<file path="src/rtl/instr_encoder.sv">
// RV32I instruction packer: turns decoded fields plus a 32-bit immediate into
// address-tagged instruction words held in a 2-entry FIFO.
// Optional macro INSTR_ENC_RANGE_CHECK_EN enables immediate/format checks (out_err, err_sticky).
module instr_encoder #(
  parameter int                 ADDR_W     = 32,
  parameter logic [ADDR_W-1:0]  RESET_ADDR = '0
) (
  input  logic              clk,
  input  logic              rst_n,
  input  logic              in_valid,
  output logic              in_ready,
  input  logic [2:0]        fmt,
  input  logic [6:0]        opcode,
  input  logic [4:0]        rd,
  input  logic [4:0]        rs1,
  input  logic [4:0]        rs2,
  input  logic [2:0]        funct3,
  input  logic [6:0]        funct7,
  input  logic [31:0]       imm,
  input  logic              addr_load,
  input  logic [ADDR_W-1:0] addr_base,
  output logic              out_valid,
  input  logic              out_ready,
  output logic [31:0]       out_instr,
  output logic [ADDR_W-1:0] out_addr,
  output logic              out_err,
  output logic              err_sticky
);

  localparam logic [2:0] FMT_R = 3'd0;
  localparam logic [2:0] FMT_I = 3'd1;
  localparam logic [2:0] FMT_S = 3'd2;
  localparam logic [2:0] FMT_B = 3'd3;
  localparam logic [2:0] FMT_U = 3'd4;
  localparam logic [2:0] FMT_J = 3'd5;

  localparam logic [31:0] NOP_WORD = 32'h0000_0013;

  logic [31:0]       enc_word;
  logic [1:0]        count;
  logic              wr_ptr;
  logic              rd_ptr;
  logic [31:0]       buf_instr [2];
  logic [ADDR_W-1:0] buf_addr  [2];
  logic [ADDR_W-1:0] addr_cnt;
  logic [ADDR_W-1:0] tag_addr;
  logic              push;
  logic              pop;

  // Bit scatter follows the RV32I immediate layouts; illegal formats become a NOP.
  always_comb begin
    enc_word = NOP_WORD;
    case (fmt)
      FMT_R: enc_word = {funct7, rs2, rs1, funct3, rd, opcode};
      FMT_I: enc_word = {imm[11:0], rs1, funct3, rd, opcode};
      FMT_S: enc_word = {imm[11:5], rs2, rs1, funct3, imm[4:0], opcode};
      FMT_B: enc_word = {imm[12], imm[10:5], rs2, rs1, funct3, imm[4:1], imm[11], opcode};
      FMT_U: enc_word = {imm[31:12], rd, opcode};
      FMT_J: enc_word = {imm[20], imm[10:1], imm[11], imm[19:12], rd, opcode};
      default: enc_word = NOP_WORD;
    endcase
  end

  assign in_ready  = (count != 2'd2);
  assign out_valid = (count != 2'd0);
  assign push      = in_valid && in_ready;
  assign pop       = out_valid && out_ready;
  assign tag_addr  = addr_load ? addr_base : addr_cnt;
  assign out_instr = buf_instr[rd_ptr];
  assign out_addr  = buf_addr[rd_ptr];

  always_ff @(posedge clk or negedge rst_n) begin
    if (!rst_n) begin
      count  <= 2'd0;
      wr_ptr <= 1'b0;
      rd_ptr <= 1'b0;
      for (int i = 0; i < 2; i++) begin
        buf_instr[i] <= '0;
        buf_addr[i]  <= '0;
      end
    end else begin
      if (push) begin
        buf_instr[wr_ptr] <= enc_word;
        buf_addr[wr_ptr]  <= tag_addr;
        wr_ptr            <= ~wr_ptr;
      end
      if (pop) begin
        rd_ptr <= ~rd_ptr;
      end
      count <= count + 2'(push) - 2'(pop);
    end
  end

  // A load coincident with an accept tags that bundle with the new base.
  always_ff @(posedge clk or negedge rst_n) begin
    if (!rst_n) begin
      addr_cnt <= RESET_ADDR;
    end else if (push) begin
      addr_cnt <= tag_addr + ADDR_W'(4);
    end else if (addr_load) begin
      addr_cnt <= addr_base;
    end
  end

`ifdef INSTR_ENC_RANGE_CHECK_EN
  logic enc_err;
  logic fits_12;
  logic fits_13;
  logic fits_21;
  logic buf_err [2];
  logic sticky_q;

  assign fits_12 = (imm[31:11] == '0) || (imm[31:11] == '1);
  assign fits_13 = (imm[31:12] == '0) || (imm[31:12] == '1);
  assign fits_21 = (imm[31:20] == '0) || (imm[31:20] == '1);

  always_comb begin
    enc_err = 1'b1;
    case (fmt)
      FMT_R:        enc_err = 1'b0;
      FMT_I, FMT_S: enc_err = !fits_12;
      FMT_B:        enc_err = !fits_13 || imm[0];
      FMT_U:        enc_err = (imm[11:0] != 12'd0);
      FMT_J:        enc_err = !fits_21 || imm[0];
      default:      enc_err = 1'b1;
    endcase
  end

  always_ff @(posedge clk or negedge rst_n) begin
    if (!rst_n) begin
      buf_err[0] <= 1'b0;
      buf_err[1] <= 1'b0;
      sticky_q   <= 1'b0;
    end else if (push) begin
      buf_err[wr_ptr] <= enc_err;
      if (enc_err) begin
        sticky_q <= 1'b1;
      end
    end
  end

  assign out_err    = buf_err[rd_ptr];
  assign err_sticky = sticky_q;
`else
  assign out_err    = 1'b0;
  assign err_sticky = 1'b0;
`endif

endmodule

</file>
<file path="config.mk">
export PLATFORM = sky130hd
export DESIGN_NAME = instr_encoder
export DESIGN_NICKNAME = d
export VERILOG_FILES = /design/src/rtl/instr_encoder.sv
export SDC_FILE = /design/constraint.sdc
export NUM_CORES = 1
export LEC_CHECK = 0
export CAP_MARGIN = 20
export CORE_ASPECT_RATIO = 0.8
export CORE_MARGIN = 2
export CORE_UTILIZATION = 50
export DETAILED_ROUTE_END_ITERATION = 16
export PLACE_DENSITY = 0.77
export SLEW_MARGIN = 15
export SYNTH_ARGS = -nofsm -noshare
export SYNTH_HDL_FRONTEND = slang
export SYNTH_SLANG_ARGS = --single-unit
</file>
<file path="constraint.sdc">
create_clock -name clk -period 3.1 [get_ports clk]
set_input_delay 0.62 -clock clk [delete_from_list [all_inputs] [get_ports clk]]
set_output_delay 0.62 -clock clk [all_outputs]
set_load 0.03 [all_outputs]
</file>
==> results.sh, run 1 <==
export IMPL_outcome="finished clean"
export IMPL_slowest_stage="dfrtp_4"
export IMPL_antennaDiodeCount=0
export IMPL_core_area_um2=15900
export IMPL_drive_above_1_share_pct=15.3
export IMPL_crit_arrival_ps=2300
export IMPL_ios=172
export IMPL_crit_family="buffers and inverters"
export IMPL_clk_latency_ps=420
export IMPL_final_cell_mix="clkdlybuf4s50_1 (167), dfrtp_1 (163), nand2_1 (147)"
export IMPL_fin_cells=1180
export IMPL_p_comb_share_pct=48.0
export IMPL_fin_crit_sh_pct=94.1
export IMPL_syn_cell_area_um2=8120
export IMPL_crit_chain="buf_4 -> mux2_2 -> clkdlybuf4s50_1"
export IMPL_synth_edf_count=0
export IMPL_die_w_um=146
export IMPL_nNetsFinal=1059
export IMPL_max_freq_ghz=0.343
export IMPL_cp_num_buf_inv=2
export IMPL_cts_buffer_depth=2
export IMPL_antenna_found_initial=0
export IMPL_ir_worst_vdd_uv=732
export IMPL_setup_viol=0
export IMPL_hpwl_um=14100
export IMPL_grt_pass1_vias=6274
export IMPL_synth_warnings=0
export IMPL_power_per_cell_area_nw_per_um2=984
export IMPL_hp_class="in2async"
export IMPL_die_area_um2=17300
export IMPL_finalCriticalPeriod_ps=2920
export IMPL_cts_setup_buffers=0
export IMPL_cts_tree="done"
export IMPL_antenna_left=0
export IMPL_design_area_um2=10700
export IMPL_p_total_w=0.0105
export IMPL_drv_slew=0
export IMPL_intPower_w=0.00637
export IMPL_cts_htree_levels=4
export IMPL_slowest_delay_ps=630
export IMPL_start_util_pct=51.2
export IMPL_switching_share_pct=39.3
export IMPL_rrSetupSlack_ps=1000
export IMPL_ys_types=44
export IMPL_synthCells=794
export IMPL_viasPerCell=5.32
export IMPL_clock_sinks=164
export IMPL_worstPathMaxFanout=19
export IMPL_drc=0
export IMPL_path_clk_slew_ps=60
export IMPL_clock_skew_ps=11.5
export IMPL_wl_per_cell_um=16.6
export IMPL_drtPass1Iterations=5
export IMPL_rsz0062_at_grt="no"
export IMPL_holdWs_ps=178
export IMPL_grtUsageTotal_pct=23.9
export IMPL_grt_pass1_wl_um=33000
export IMPL_grt_ovfl_total=0
export IMPL_routed_wl_um=19600
export IMPL_power_frac_clock_pct=18.6
export IMPL_seqPwrFrac_pct=33.3
export IMPL_synth_main_ff_cell="dfrtp_1"
export IMPL_synth_seq_cells=164
export IMPL_synth_async_sr_flop_share_pct=100
export IMPL_gp_congestion=0.869
export IMPL_vias=6280
export IMPL_max_cap_viol_count=0
export IMPL_ys_seq_area_share_pct=50.5
export IMPL_die_h_um=118
export IMPL_p_leak_nw=4.56
export IMPL_path_class="reg2out"
export IMPL_critical_path_required_ps=2480
export IMPL_finalSetupTns_ps=0
export IMPL_port_buffer_count=169
export IMPL_drt_iter0_drc=381
export IMPL_relSlewSlack_pct=51.3
export IMPL_grt_max_degree=89
export IMPL_startpoint_type="flip-flop"
export IMPL_tightest_slew_ps=729
export IMPL_area_delta_synth_final_pct=31.4
export IMPL_avgSynthCellArea_um2=10.2
export IMPL_switching_power_w=0.00413
export IMPL_root_buffer="clkbuf_16"
export IMPL_crit_path_end_kind="output port"
export IMPL_hold_viol=0
export IMPL_cts_buffers=17
export IMPL_placed_area_um2=10100
export IMPL_final_common_cell="clkdlybuf4s50_1"
export IMPL_dpl_cell_count=1148
export IMPL_rows=41
synth_stat cells, types with 6 or more instances:
cell | number | area share, %
a21oi_1 | 28 | 1.7
inv_1 | 8 | 0.37
nand3_1 | 15 | 0.92
dfrtp_1 | 164 | 51
nor2_1 | 23 | 1.1
xor2_1 | 15 | 1.6
nand4_1 | 7 | 0.54
nor2b_1 | 11 | 0.85
o21ai_0 | 124 | 7.6
mux2_2 | 78 | 11
xnor2_1 | 19 | 2.0
clkbuf_1 | 38 | 1.8
buf_2 | 6 | 0.37
nand2_1 | 147 | 6.8
mux2i_1 | 41 | 5.1
nand3b_1 | 6 | 0.55
nand4b_1 | 8 | 0.86
a22oi_1 | 12 | 1.1
worst paths after layout:
check	start	to	cells past startpoint
setup / recovery	rd_ptr	out_instr[13]	3
hold / removal	rst_n	buf_instr[27]	1
setup reg to reg	count[1]	buf_instr[61]	5
hold reg to reg	buf_addr[37]	buf_addr[37]	2
max in group asynchronous	rst_n	addr_cnt[11]	2
min in group clk	buf_addr[37]	buf_addr[37]	2
metrics by stage:
stage | utilization [%] | worst slack, ps
finish | 67.3 | 182
floorplan | - | 157
global route | 67.3 | 119
detailed placement | 63.8 | 411
global placement | 63.8 | 433
CTS | 67.3 | 52.3
logic make-up after synthesis:
family | share of synthesized area (%)
simple gates | 13.3
buf+inv | 3.19
xor+xnor | 3.67
compound gates | 12.9
fa+ha+maj | 0.462
mux | 15.9
other cells | 0.0462
flops | 50.5
registers in the layout, summed over array words and instances, names as in the netlist:
| name | count |
|---|---|
| buf_addr | 64 |
| buf_instr | 64 |
| addr_cnt | 32 |
| count | 2 |
| rd_ptr | 1 |
| wr_ptr | 1 |
power by group through the flow:
stage,sequential [W],clock [W],combinational [W]
5_1_grt,0.00362,0.00210,0.00545
3_5_place_dp,0.00353,0,0.00506
4_1_cts,0.00350,0.00199,0.00510
3_3_place_gp,0.00350,0,0.00500
6_report,0.00350,0.00196,0.00504
2_1_floorplan,0.00334,0,0.00327
layer usage:
layer | up-vias | track usage (%) | part of all wire, % | wire length, µm
met2 | 162 | 35.9 | 45 | 8920
met5 | - | 0 | 0 | 0
met3 | 23 | 5.47 | 4.3 | 842
li1 | 3087 | - | - | -
met4 | 0 | 6.61 | 1.4 | 277
met1 | 3008 | 34.9 | 49 | 9610
worst register-to-register path: stages, from the launching register on:
cell	delay, ps
dfrtp_1	400
and2b_1	290
inv_1	190
nand2_1	210
nor2_1	480
mux2_2	410
final cells by class:
| type | instances | area [µm²] |
|---|---|---|
| sequential | 164 | 4110 |
| clock inverter | 10 | 75.1 |
| inverter | 9 | 33.8 |
| multi-input combinational | 570 | 3780 |
| tap | 215 | 269 |
| clock buffer | 22 | 474 |
| fill | 1227 | 5180 |
| timing repair buffer | 190 | 1930 |
repair_timing:
item,in CTS,in global routing
resized for setup,0,1
endpoints found under the hold margin,0,0
hold buffers,0,0
endpoints found under the setup margin,0,2
(Power assumes the default switching activity.)
==> run 2, diff against run 1 <==
--- a/config.mk
+++ b/config.mk
@@ -5,13 +5,11 @@
 export SDC_FILE = /design/constraint.sdc
 export NUM_CORES = 1
 export LEC_CHECK = 0
-export CAP_MARGIN = 20
 export CORE_ASPECT_RATIO = 0.8
 export CORE_MARGIN = 2
 export CORE_UTILIZATION = 50
 export DETAILED_ROUTE_END_ITERATION = 16
 export PLACE_DENSITY = 0.77
-export SLEW_MARGIN = 15
 export SYNTH_ARGS = -nofsm -noshare
 export SYNTH_HDL_FRONTEND = slang
 export SYNTH_SLANG_ARGS = --single-unit
==> results of run 2 <==
No change in the layout: final DEF, timing and power equal those of run 1.
==> run 3, diff against run 2 <==
--- a/config.mk
+++ b/config.mk
@@ -13,3 +13,4 @@
 export SYNTH_ARGS = -nofsm -noshare
 export SYNTH_HDL_FRONTEND = slang
 export SYNTH_SLANG_ARGS = --single-unit
+export TNS_END_PERCENT = 30
==> results of run 3 <==
No change in the layout: final DEF, timing and power equal those of run 1.
